[config.mk]
export PLATFORM = sky130hd
export DESIGN_NAME = max7219_serializer
export DESIGN_NICKNAME = d
export VERILOG_FILES = /design/src/rtl/max7219_pkg.sv /design/src/rtl/max7219_spi_shifter.sv /design/src/rtl/max7219_serializer.sv
export SDC_FILE = /design/constraint.sdc
export NUM_CORES = 1
export LEC_CHECK = 0
export ABC_AREA = 1
export BUFFER_PORTS_ARGS = -buffer_cell sky130_fd_sc_hd__buf_2
export CAP_MARGIN = 20
export CELL_PAD_IN_SITES_DETAIL_PLACEMENT = 1
export CELL_PAD_IN_SITES_GLOBAL_PLACEMENT = 1
export CORE_MARGIN = 10
export CORE_UTILIZATION = 35
export DETAILED_ROUTE_END_ITERATION = 6
export PLACE_DENSITY = 0.67
export SKIP_CTS_REPAIR_TIMING = 1
export SLEW_MARGIN = 5
export SYNTH_ARGS = -nofsm -noshare
export SYNTH_HDL_FRONTEND = slang
export SYNTH_HIERARCHICAL = 1
export SYNTH_SLANG_ARGS = --single-unit
[constraint.sdc]
create_clock -name i_Clk -period 6.5 [get_ports i_Clk]
set_input_delay 0 -clock i_Clk [delete_from_list [all_inputs] [get_ports i_Clk]]
set_output_delay 0 -clock i_Clk [all_outputs]
set_load 0.1 [all_outputs]
[src/rtl/max7219_pkg.sv]
// Shared constants for the MAX7219 chain driver: register addresses, the
// power-up command words, and the sequencer state encoding.
package max7219_pkg;

  localparam logic [3:0] ADDR_NOOP      = 4'h0;
  localparam logic [3:0] ADDR_DECODE    = 4'h9;
  localparam logic [3:0] ADDR_INTENSITY = 4'hA;
  localparam logic [3:0] ADDR_SCANLIMIT = 4'hB;
  localparam logic [3:0] ADDR_SHUTDOWN  = 4'hC;
  localparam logic [3:0] ADDR_TEST      = 4'hF;

  localparam logic [15:0] INIT_SHUTDOWN  = {4'h0, ADDR_SHUTDOWN,  8'h01};
  localparam logic [15:0] INIT_SCANLIMIT = {4'h0, ADDR_SCANLIMIT, 8'h07};
  localparam logic [15:0] INIT_DECODE    = {4'h0, ADDR_DECODE,    8'h00};
  localparam logic [15:0] INIT_TEST      = {4'h0, ADDR_TEST,      8'h00};
  localparam int          INIT_COUNT     = 5;

  typedef enum logic [2:0] {
    IDLE,
    LATCH,
    LOAD_WORD,
    SHIFT_LO,
    SHIFT_HI,
    LOAD_HOLD,
    GAP
  } state_t;

  // Wake up, scan all 8 digits, raw segment mode, set brightness, leave test mode.
  function automatic logic [15:0] init_word(input logic [2:0] idx, input logic [3:0] intensity);
    case (idx)
      3'd0:    init_word = INIT_SHUTDOWN;
      3'd1:    init_word = INIT_SCANLIMIT;
      3'd2:    init_word = INIT_DECODE;
      3'd3:    init_word = {4'h0, ADDR_INTENSITY, 4'h0, intensity};
      default: init_word = INIT_TEST;
    endcase
  endfunction

endpackage

[src/rtl/max7219_spi_shifter.sv]
// Bit engine for one chain transfer: parallel load, MSB-first shift, and the
// half-period timer that shapes the serial clock.
module max7219_spi_shifter #(
  parameter int WORD_BITS = 16,
  parameter int HALF      = 1
) (
  input  logic                 clk,
  input  logic                 rst,
  input  logic                 start,
  input  logic                 flush,
  input  logic [WORD_BITS-1:0] data,
  output logic                 sclk,
  output logic                 din,
  output logic                 busy,
  output logic                 tick,
  output logic                 done
);

  localparam int CW = $clog2(WORD_BITS + 1);
  localparam int TW = $clog2(HALF + 1);

  logic [WORD_BITS-1:0] sr;
  logic [CW-1:0]        bits_left;
  logic [TW-1:0]        timer;

  // tick marks the last cycle of a half period; done is the final falling edge.
  assign tick = busy && (timer == '0);
  assign done = tick && sclk && (bits_left == CW'(1));

  always_ff @(posedge clk) begin
    if (rst) begin
      busy      <= 1'b0;
      sclk      <= 1'b0;
      din       <= 1'b0;
      timer     <= '0;
      bits_left <= '0;
    end else if (start && !busy) begin
      busy      <= 1'b1;
      sclk      <= 1'b0;
      din       <= data[WORD_BITS-1];
      timer     <= TW'(HALF - 1);
      bits_left <= CW'(WORD_BITS);
    end else if (tick) begin
      timer <= TW'(HALF - 1);
      if (!sclk) begin
        sclk <= 1'b1;
      end else begin
        sclk <= 1'b0;
        if (bits_left == CW'(1)) begin
          busy <= 1'b0;
        end else begin
          din       <= sr[WORD_BITS-1];
          bits_left <= bits_left - CW'(1);
        end
      end
    end else begin
      if (busy) timer <= timer - TW'(1);
      if (flush) din <= 1'b0;
    end
  end

  // Remaining bits, already advanced past the one currently on din.
  always_ff @(posedge clk) begin
    if (start && !busy) begin
      sr <= {data[WORD_BITS-2:0], 1'b0};
    end else if (tick && sclk && (bits_left != CW'(1))) begin
      sr <= {sr[WORD_BITS-2:0], 1'b0};
    end
  end

endmodule

[src/rtl/max7219_serializer.sv]
// Sequencer for a daisy-chained MAX7219 array: init commands once, then
// continuous 8-row refreshes from a per-frame snapshot of the input stream.
module max7219_serializer
  import max7219_pkg::*;
#(
  parameter int         DISP_ROWS    = 1,
  parameter int         DISP_COLUMNS = 1,
  parameter int         CLK_FREQ_HZ  = 100_000_000,
  parameter int         SPI_FREQ_HZ  = 1_000_000,
  parameter logic [3:0] INTENSITY    = 4'h8
) (
  input  logic i_Clk,
  input  logic i_Rst,
  input  logic [0:7][DISP_ROWS-1:0][DISP_COLUMNS-1:0][15:0] i_MAX7219_DataStream,
  output logic o_MAX7219_Din,
  output logic o_MAX7219_Clk,
  output logic o_MAX7219_Load,
  output logic o_Init_Done,
  output logic o_Frame_Done
);

  localparam int N         = DISP_ROWS * DISP_COLUMNS;
  localparam int WORD_BITS = 16 * N;
  localparam int HALF_RAW  = CLK_FREQ_HZ / (2 * SPI_FREQ_HZ);
  localparam int HALF      = (HALF_RAW < 1) ? 1 : HALF_RAW;
  localparam int TW        = $clog2(2 * HALF);

  state_t                state;
  logic [2:0]            cmd_idx;
  logic [2:0]            row_idx;
  logic [TW-1:0]         wait_cnt;
  logic [WORD_BITS-1:0]  shift_data;
  logic                  start;
  logic                  flush;
  logic                  busy;
  logic                  tick;
  logic                  done;
  logic [0:7][DISP_ROWS-1:0][DISP_COLUMNS-1:0][15:0] snapshot;

  assign start = (state == LOAD_WORD) && !busy;
  assign flush = (state == LOAD_HOLD) && (wait_cnt == '0);

  // Highest flat device index lands in the MSBs so it leaves the chain end first.
  always_comb begin
    shift_data = '0;
    for (int r = 0; r < DISP_ROWS; r++) begin
      for (int c = 0; c < DISP_COLUMNS; c++) begin
        shift_data[16*(r*DISP_COLUMNS+c) +: 16] =
          o_Init_Done ? snapshot[row_idx][r][c] : init_word(cmd_idx, INTENSITY);
      end
    end
  end

  always_ff @(posedge i_Clk) begin
    if (state == LATCH) snapshot <= i_MAX7219_DataStream;
  end

  always_ff @(posedge i_Clk) begin
    if (i_Rst) begin
      state          <= IDLE;
      cmd_idx        <= '0;
      row_idx        <= '0;
      wait_cnt       <= '0;
      o_MAX7219_Load <= 1'b1;
      o_Init_Done    <= 1'b0;
      o_Frame_Done   <= 1'b0;
    end else begin
      o_Frame_Done <= 1'b0;
      case (state)
        IDLE: state <= LOAD_WORD;
        LATCH: begin
          row_idx <= '0;
          state   <= LOAD_WORD;
        end
        LOAD_WORD: begin
          o_MAX7219_Load <= 1'b0;
          state          <= SHIFT_LO;
        end
        SHIFT_LO: if (tick) state <= SHIFT_HI;
        SHIFT_HI: begin
          if (tick) begin
            if (done) begin
              wait_cnt <= TW'(HALF - 1);
              state    <= LOAD_HOLD;
            end else begin
              state <= SHIFT_LO;
            end
          end
        end
        LOAD_HOLD: begin
          if (wait_cnt == '0) begin
            o_MAX7219_Load <= 1'b1;
            wait_cnt       <= TW'(2 * HALF - 1);
            state          <= GAP;
          end else begin
            wait_cnt <= wait_cnt - TW'(1);
          end
        end
        GAP: begin
          if (wait_cnt != '0) begin
            wait_cnt <= wait_cnt - TW'(1);
          end else if (!o_Init_Done) begin
            if (cmd_idx == 3'(INIT_COUNT - 1)) begin
              cmd_idx     <= '0;
              o_Init_Done <= 1'b1;
              state       <= LATCH;
            end else begin
              cmd_idx <= cmd_idx + 3'd1;
              state   <= LOAD_WORD;
            end
          end else if (row_idx == 3'd7) begin
            o_Frame_Done <= 1'b1;
            state        <= LATCH;
          end else begin
            row_idx <= row_idx + 3'd1;
            state   <= LOAD_WORD;
          end
        end
        default: state <= IDLE;
      endcase
    end
  end

  max7219_spi_shifter #(
    .WORD_BITS(WORD_BITS),
    .HALF     (HALF)
  ) u_shifter (
    .clk  (i_Clk),
    .rst  (i_Rst),
    .start(start),
    .flush(flush),
    .data (shift_data),
    .sclk (o_MAX7219_Clk),
    .din  (o_MAX7219_Din),
    .busy (busy),
    .tick (tick),
    .done (done)
  );

endmodule

==> impl_metrics.toml <==
[status]
run_status = "complete, no violations"

[global_route]
grt.total_usage = 0.144
antenna_found_initial = 0
grt_max_degree = 73
grt_pass1_wl_um = 32700
grt_pass1_vias = 6189
grt_overflow_total = 0

[power_and_ir_drop]
p_leak_nw = 4.11
powerDensity_mw_per_mm2 = 397
irDropWorstVdd_mv = 0.211

[clock_tree]
cts_root_buf = "clkbuf_16"
clk_latency_ns = 0.44
cts_made_buffers = 17
cts_tree = "built"
cts.sinks = 176
htreeDepth = 4
clockBufferDepth = 2
clkTransAtPathRegs_ns = 0.08

[finish]
nets = 1129
design_area_mm2 = 0.0104
stdcell_count = 1273
post-route-util = 0.491
drive_gt1_frac = 0.198
fill_cells = 2408
n_antenna_cell = 0
syn2layout_area_growth_pct = 36.5

[logic_synthesis]
synthArstFlopShare = 0
synth_cell_type_count = 34
yosysWarnings = 6
ys_ff_latch = 176
ys_seq_area_frac = 0.650
syn-num-nets = 873
synth_edf_count = 143
synth.avg_cell_area_um2 = 10.4
post_synth_instance_area_mm2 = 0.00763
synthFlopType = "edfxtp_1"
synth_cells = 730

[worst_setup_path]
reg2reg_setup_slack_ns = 4.04
worstPathRequired_ns = 6.57
rr_startpoint = "state[0]"
path_cells = "nand3_1 > inv_4 > buf_4"
critPathMaxStageDelay_ns = 0.76
startpoint_type = "flop"
crit_path_end = "snapshot[31]"
startpoint = "state[0]"
r2r_cells = 3
crit_type = "flop to flop"
arrival_ns = 2.53
slowest_stage = "buf_4"
regToRegEndpoint = "snapshot[31]"
setup.worst_path.end_class = "flop"
crit_fanout = 65

[floorplanning]
die_area_mm2 = 0.0281
die_h_um = 168
die-width_um = 168
core.rowCount = 53
start_util = 0.359
io_pins = 135
core_mm2 = 0.0212

[place]
place_congestion = 0.823
place_area_mm2 = 0.00853
dp_hpwl_um = 14600
port_buffers = 134
dp_cells = 1113

[sta]
max_freq_ghz = 0.406
period_needed_ns = 2.46
fin_setup_tns_ns = 0
fin_crit_sh = 0.379
whs_ns = 0.261
setup_viol = 0
worstMarginPinSlew_ns = 1.06
rsz0062_at_grt = "false"
hold_violations = 0
skew_ns = 0.0135
slew_headroom = 0.293
drv_slew = 0

[drt]
drt_first_pass_iters = 5
ant_nets = 0
routed_via_density = 4.98
wire_per_inst_um = 19.2
via_count = 6337
wl_um = 24500
drc_errors = 0
initialDrtViolationCount = 397

[hold_path]
hold_path.class = "primary input to flop"
hold_depth = 2

[flow_run]
drv_cap = 0
-- registers in the layout (all words and copies together) (netlist names) --
register	count
u_shifter/bits_left	5
u_shifter/sr	15
wait_cnt	7
u_shifter/timer	6
u_shifter/din	1
u_shifter/busy	1
o_Frame_Done	1
cmd_idx	3
state	3
o_Init_Done	1
snapshot	128
row_idx	3
o_MAX7219_Load	1
u_shifter/sclk	1
-- worst max-delay path, delay by kind of cell (launching register included) --
family                 cells  cell delay, ns
AND/OR/NAND/NOR            1            0.19
flip-flops                 1            0.46
buffers and inverters      2            1.38
-- placed cells by master, fill, tap and decap left out, drive strengths merged, types with 16 or more instances in the layout --
| cell type | n |
|---|---|
| a21oi | 24 |
| buf | 137 |
| clkbuf | 17 |
| dfxtp | 33 |
| dlygate4sd3 | 129 |
| edfxtp | 143 |
| inv | 60 |
| nand2 | 136 |
| nand3 | 38 |
| nor2 | 126 |
| o211ai | 18 |
| o21ai | 79 |
| o22ai | 16 |
-- per-stage QoR --
stage          total power [mW]  worst slack (ns)
3_5_place_dp               3.05              4.01
3_3_place_gp               3.01              4.06
5_1_grt                    4.41              3.84
4_1_cts                    4.07              4.01
6_report                   4.13              4.04
2_1_floorplan              2.67              2.99
-- power by group --
group / internal (mW) / switching [mW] / leakage [nW] / total [mW]
clock: 0.516 / 0.505 / 0.287 / 1.02
combinational: 0.431 / 0.965 / 2.25 / 1.40
sequential: 1.57 / 0.142 / 1.58 / 1.72
total: 2.52 / 1.61 / 4.11 / 4.13
-- worst min path at each step --
stage,startpoint,end,slack [ns]
after floorplan,i_Rst,u_shifter/timer[0],0.07
after global placement,i_MAX7219_DataStream[4],snapshot[4],0.18
after detailed placement,i_MAX7219_DataStream[126],snapshot[126],0.18
after CTS,i_MAX7219_DataStream[119],snapshot[119],-0.28
after global routing,i_MAX7219_DataStream[32],snapshot[32],0.26
final,i_MAX7219_DataStream[124],snapshot[124],0.26
-- synth_stat cells (3+ instances only) --
| cell | count | share of area |
|---|---|---|
| a21oi_1 | 24 | 0.016 |
| buf_2 | 13 | 0.0085 |
| clkbuf_1 | 14 | 0.0069 |
| dfxtp_1 | 33 | 0.087 |
| edfxtp_1 | 143 | 0.56 |
| ha_1 | 13 | 0.021 |
| inv_1 | 47 | 0.023 |
| inv_2 | 6 | 0.0030 |
| nand2_1 | 131 | 0.064 |
| nand2_2 | 4 | 0.0033 |
| nand3_1 | 35 | 0.023 |
| nand3_2 | 3 | 0.0039 |
| nand4_1 | 3 | 0.0025 |
| nor2_1 | 117 | 0.058 |
| nor2_4 | 7 | 0.010 |
| nor3_1 | 6 | 0.0039 |
| o211ai_1 | 17 | 0.017 |
| o21ai_0 | 76 | 0.050 |
| o22ai_1 | 16 | 0.013 |
| xnor2_1 | 3 | 0.0034 |
-- final cells by class --
cell class | count | area [um^2] | share of cell area
Clock inverter | 14 | 160 | 0.0154
Clock buffer | 17 | 425 | 0.0409
Tap cell | 275 | 344 | 0.0330
Sequential cell | 176 | 4960 | 0.476
Multi-Input combinational cell | 472 | 2340 | 0.225
Inverter | 53 | 201 | 0.0193
Timing Repair Buffer | 266 | 1980 | 0.191
-- metal layers --
| metal | track usage | vias up | routed length [um] |
|---|---|---|---|
| met5 | 0 | - | 0 |
| met4 | 0.0397 | 0 | 323 |
| met3 | 0.0375 | 24 | 1310 |
| met2 | 0.247 | 182 | 12800 |
| met1 | 0.174 | 3101 | 10000 |
| li1 | - | 3030 | - |
-- cells by family (layout without fill, tap and decap cells) --
family          Yosys count  after routing  share of synthesized area
simple gates            315            315                      0.178
fa+ha+maj                13             13                     0.0213
compound gates          139            139                      0.102
buf+inv                  82            350                     0.0435
xor+xnor                  5              5                    0.00574
flops                   176            176                      0.650
No activity file was read; power rests on OpenSTA's default activity.
